===== src/rtl/ram_fifo_ctrl.sv =====
// First-word-fall-through FIFO sequencer for a simple dual-port RAM.
// Keeps reads prefetched into a 2-entry head/skid stage to hide read latency.
module ram_fifo_ctrl #(
    parameter int ADDR_WIDTH = 15,
    parameter int DATA_WIDTH = 28
) (
    input  logic                  clk,
    input  logic                  rst,
    input  logic                  clr,
    input  logic                  s_valid,
    output logic                  s_ready,
    input  logic [DATA_WIDTH-1:0] s_data,
    output logic                  m_valid,
    input  logic                  m_ready,
    output logic [DATA_WIDTH-1:0] m_data,
    output logic [ADDR_WIDTH+1:0] count,
    output logic                  ram_wr_en,
    output logic [ADDR_WIDTH-1:0] ram_wr_addr,
    output logic [DATA_WIDTH-1:0] ram_data_i,
    output logic                  ram_rd_en,
    output logic [ADDR_WIDTH-1:0] ram_rd_addr,
    input  logic [DATA_WIDTH-1:0] ram_data_o
);

    localparam logic [ADDR_WIDTH:0] FULL = {1'b1, {ADDR_WIDTH{1'b0}}};

    logic [ADDR_WIDTH-1:0] r_wr_ptr;
    logic [ADDR_WIDTH-1:0] r_rd_ptr;
    logic [ADDR_WIDTH:0]   r_ram_used;
    logic                  r_inflight;
    logic [DATA_WIDTH-1:0] r_head;
    logic [DATA_WIDTH-1:0] r_skid;
    logic [1:0]            r_stage_cnt;

    logic                  w_push;
    logic                  w_pop;
    logic                  w_rd_en;
    logic [2:0]            w_occ;
    logic [1:0]            w_cnt_pop;
    logic [1:0]            w_cnt_nxt;
    logic [DATA_WIDTH-1:0] w_head_nxt;
    logic [DATA_WIDTH-1:0] w_skid_nxt;

    assign s_ready = (r_ram_used < FULL) & ~clr;
    assign m_valid = (r_stage_cnt != 2'd0);
    assign m_data  = r_head;

    assign w_push = s_valid & s_ready;
    assign w_pop  = m_valid & m_ready;

    // Stage slots that will be taken once everything already issued lands
    assign w_occ   = {1'b0, r_stage_cnt} + {2'b0, r_inflight} - {2'b0, w_pop};
    assign w_rd_en = ~clr & (r_ram_used != '0) & (w_occ < 3'd2);

    assign ram_wr_en   = w_push;
    assign ram_wr_addr = r_wr_ptr;
    assign ram_data_i  = s_data;
    assign ram_rd_en   = w_rd_en;
    assign ram_rd_addr = r_rd_ptr;

    assign count = {1'b0, r_ram_used}
                 + (ADDR_WIDTH+2)'(r_inflight)
                 + (ADDR_WIDTH+2)'(r_stage_cnt);

    always_comb begin
        w_cnt_pop  = r_stage_cnt - {1'b0, w_pop};
        w_cnt_nxt  = w_cnt_pop;
        w_head_nxt = r_head;
        w_skid_nxt = r_skid;
        if (w_pop) begin
            w_head_nxt = r_skid;
        end
        if (r_inflight) begin
            if (w_cnt_pop == 2'd0) begin
                w_head_nxt = ram_data_o;
            end else begin
                w_skid_nxt = ram_data_o;
            end
            w_cnt_nxt = w_cnt_pop + 2'd1;
        end
    end

    always_ff @(posedge clk or posedge rst) begin
        if (rst) begin
            r_wr_ptr    <= '0;
            r_rd_ptr    <= '0;
            r_ram_used  <= '0;
            r_inflight  <= 1'b0;
            r_head      <= '0;
            r_skid      <= '0;
            r_stage_cnt <= 2'd0;
        end else if (clr) begin
            r_wr_ptr    <= '0;
            r_rd_ptr    <= '0;
            r_ram_used  <= '0;
            r_inflight  <= 1'b0;
            r_head      <= '0;
            r_skid      <= '0;
            r_stage_cnt <= 2'd0;
        end else begin
            if (w_push) begin
                r_wr_ptr <= r_wr_ptr + 1'b1;
            end
            if (w_rd_en) begin
                r_rd_ptr <= r_rd_ptr + 1'b1;
            end
            r_ram_used  <= r_ram_used
                         + (ADDR_WIDTH+1)'(w_push)
                         - (ADDR_WIDTH+1)'(w_rd_en);
            r_inflight  <= w_rd_en;
            r_head      <= w_head_nxt;
            r_skid      <= w_skid_nxt;
            r_stage_cnt <= w_cnt_nxt;
        end
    end

endmodule


===== config.mk =====
export PLATFORM = sky130hd
export DESIGN_NAME = ram_fifo_ctrl
export DESIGN_NICKNAME = d
export VERILOG_FILES = /design/src/rtl/ram_fifo_ctrl.sv
export SDC_FILE = /design/constraint.sdc
export NUM_CORES = 1
export LEC_CHECK = 0
export CAP_MARGIN = 20
export CORE_MARGIN = 5
export CORE_UTILIZATION = 35
export CTS_BUF_LIST = sky130_fd_sc_hd__clkbuf_4
export DETAILED_ROUTE_END_ITERATION = 16
export PLACE_DENSITY = 0.68
export SLEW_MARGIN = 20
export SYNTH_ARGS = -nofsm -noshare
export SYNTH_HDL_FRONTEND = slang
export SYNTH_SLANG_ARGS = --single-unit

===== constraint.sdc =====
create_clock -name clk -period 3.9 [get_ports clk]
set_clock_uncertainty 0.2 [all_clocks]
set_input_delay 0.39 -clock clk [delete_from_list [all_inputs] [get_ports clk]]
set_output_delay 0.39 -clock clk [all_outputs]
set_load 0.005 [all_outputs]

==> results.ini <==
[cts]
htree_num_levels = 3
cts.path.max_buffers = 2
cts_tree = built
path_clk_slew_ns = 0.19
clock_sinks = 105
insertion_delay_ns = 0.49
cts_root_buf = clkbuf_4
numCtsBuffers = 9

[route]
final_antenna_net_count = 0
vias_per_cell = 5.01
vias = 4726
drt_iter0_markers = 221
routed_wl_um = 14400
wl_per_cell_um = 15.3
drtPass1Iterations = 4
drc = 0

[pwr]
ir_worst_vdd_uv = 445
p_seq_share_pct = 29.7
power_frac_comb_pct = 59.8
p_switching_uw = 2260
powerDensity_nw_per_um2 = 710
internal-power_uw = 3230
clockPowerShare_pct = 10.4
leakagePower_uw = 0.00356
switching_share_pct = 41.1

[timing]
maxSlewHeadroom_pct = 46.8
period_minus_slack_ns = 3.80
fmax_mhz = 263
setup_violations = 0
rsz0062_at_grt = true
hold_viol_final = 0
tightestPinTransition_ns = 0.798
min_period_over_period_pct = 97.5
slew_viol_final = 0
fin_setup_tns_ns = 0

[synthesis]
yosysWarnings = 0
synth_most_common_cell = dfrtp_1
yosys.area.top_type = dfrtp_1
netlist_instances = 605
netlist_top_cells_count = dfrtp_1 (105), nor2_1 (73), ha_1 (41), inv_1 (36), mux2i_1 (36)
avgSynthCellArea_um2 = 10.1
syn_area_um2 = 6120
synth_seq_cells = 105
synth_cell_types = 50
synth_top_area_share_pct = 42.9
syn-num-nets = 711
ys_seq_area_share_pct = 42.9
synth_edf_count = 0
synthArstFlopShare_pct = 100
synthTopCellsByArea = dfrtp_1 (43%), ha_1 (8.4%), mux2i_1 (5.9%)
synth-main-ff-cell = dfrtp_1

[critical_path]
crit_path_top_delay_cell = dfrtp_1
worstPathArrival_ns = 3.98
critical_path_class = register to register
max_stage_delay_ns = 0.41
critical_path_buf_inv_count = 2
cp_max_fo = 4
critPathLaunchType = register
crit-reg2reg-launch = r_stage_cnt[0]$_DFF_PP0_
cp.required_ns = 4.08
critical-path-top-delay-family = adder cells
critPathCaptureType = register
critPathLaunch = r_stage_cnt[0]$_DFF_PP0_
cp_cell_sequence = inv_2 > nand3_2 > o21ai_2 > nand2_1 > fa_2 > xnor2_2 > nand3b_4 > nor2_4 > ha_4 > inv_2 > ha_4 > fa_2 > a21o_1 > a211oi_4 > nor3_2 > o41a_1 > mux2_4

[floorplan]
die_height_um = 142
rows = 48
die_x_um = 142
num_io_pins = 168
fp.coreArea_um2 = 17200
die_area_um2 = 20200
start_util_pct = 35.5

[grt]
track_usage_pct = 14.6
antenna_found_initial = 0
grt_max_degree = 61
grt_pass1_vias = 4703
gr-total-overflow = 0
grt_pass1_wl_um = 24100

[final_layout]
num-fill-cells = 1649
postLayoutCellArea_um2 = 7740
diodes = 0
fin_util_pct = 44.9
fin_nets = 819
drive_gt1_share_pct = 13.0
area_delta_synth_final_pct = 26.5

[placement]
io_buffers = 111
placed_area_um2 = 7450
gp_congestion = 0.800
dp.final_hpwl_um = 10100

[worst_hold_path]
hold_path_class = input port to async pin

[flow_run]
cap_violations = 0

[outcome]
status = finished clean

[layout by cell type (no fill, tap or decap), drive strengths merged, types with 2 or more instances in the layout]
master           n
clkdlybuf4s50  109
dfrtp          105
nor2            73
ha              41
inv             41
buf             38
mux2i           36
a211oi          30
a22o            28
xnor2           28
nand2           25
a21oi           18
nand2b          15
nor2b           15
nand3           14
o21ai           12
clkbuf           9
mux2             9
nor3             8
nand4            6
xor2             6
and3             5
a21o             4
or3              4
fa               4
nand3b           4
nor4             4
a31oi            3
nor3b            3
o211ai           2
or2              2
and4             2
[power groups by stage]
stage	logic (uW)	clock network [uW]	registers [uW]
finish	3280	573	1630
global route	3650	636	1680
CTS	3140	606	1630
detailed placement	3110	0	1650
global placement	3070	0	1650
floorplan	1880	0	1640
[area by class of cell]
cell class / count / area (um^2) / area share (%)
clock buffers: 9 / 67.6 / 0.873
clock inverters: 7 / 70.1 / 0.906
inverters: 36 / 138 / 1.78
multi-input cells: 413 / 3150 / 40.8
flip-flops and latches: 105 / 2630 / 34.0
well taps: 225 / 282 / 3.64
repair buffers: 148 / 1400 / 18.1
[routing by layer]
| layer | part of all wire, % | vias to the layer above | GRT usage, % |
|---|---|---|---|
| met5 | 0 | - | 0 |
| met4 | 1.1 | 0 | 3.94 |
| met3 | 6.4 | 15 | 4.17 |
| met2 | 45 | 132 | 23.2 |
| met1 | 48 | 2282 | 19.5 |
| li1 | - | 2297 | - |
[worst register-to-register path, cell delays in order (launching register included)]
cell	delay, ns
dfrtp_1	0.41
inv_2	0.08
nand3_2	0.08
o21ai_2	0.08
nand2_1	0.10
fa_2	0.38
xnor2_2	0.22
nand3b_4	0.11
nor2_4	0.14
ha_4	0.14
inv_2	0.04
ha_4	0.15
fa_2	0.34
a21o_1	0.24
a211oi_4	0.29
nor3_2	0.07
o41a_1	0.34
mux2_4	0.30
[path summary, 6_finish.rpt]
path	depth (start not counted)	slack, ns	to
worst min-delay path	2	0.17	r_skid[7]$_DFFE_PP0P_
worst max register to register	17	0.1	r_ram_used[12]$_DFF_PP0_
worst min register to register	1	0.29	ram_wr_addr[14]$_DFFE_PP0P_
worst max-delay path	17	0.1	r_ram_used[12]$_DFF_PP0_
max in group asynchronous	3	2.61	ram_rd_addr[11]$_DFFE_PP0P_
min in group clk	4	0.17	ram_wr_addr[1]$_DFFE_PP0P_
[stage by stage]
step	std cells	setup WS [ns]	hold slack, ns	power [uW]
2_1_floorplan	605	0.0298	0.270	3520
5_1_grt	943	-0.0866	0.153	5970
4_1_cts	932	0.00431	0.107	5380
6_report	943	0.0980	0.165	5490
3_3_place_gp	916	-0.382	0.267	4720
3_5_place_dp	916	-0.478	0.277	4750
[state kept, by name, indices dropped and copies added (netlist names)]
register	flops
r_skid	28
ram_wr_addr	15
r_stage_cnt	2
m_data	28
r_ram_used	16
ram_rd_addr	15
r_inflight	1
[logic make-up (layout without fill, tap and decap cells)]
kind of cell	after synthesis	count (layout)	share of synthesized area [%]
AO/OA/AOI/OAI	105	105	12.4
XOR/XNOR	34	34	4.99
adder cells (fa/ha/maj)	45	45	9.69
buffers and inverters	87	200	7.12
flip-flops	105	105	42.9
multiplexers	45	45	7.55
AND/OR/NAND/NOR	184	184	15.4
[what timing repair did]
| action | CTS | global route |
|---|---|---|
| pin swaps | 1 | 11 |
| gates resized for setup | 4 | 14 |
| setup buffers | 0 | 11 |
| setup endpoints to repair | 3 | 9 |
| hold buffers | 0 | 0 |
(Power assumes the default switching activity.)
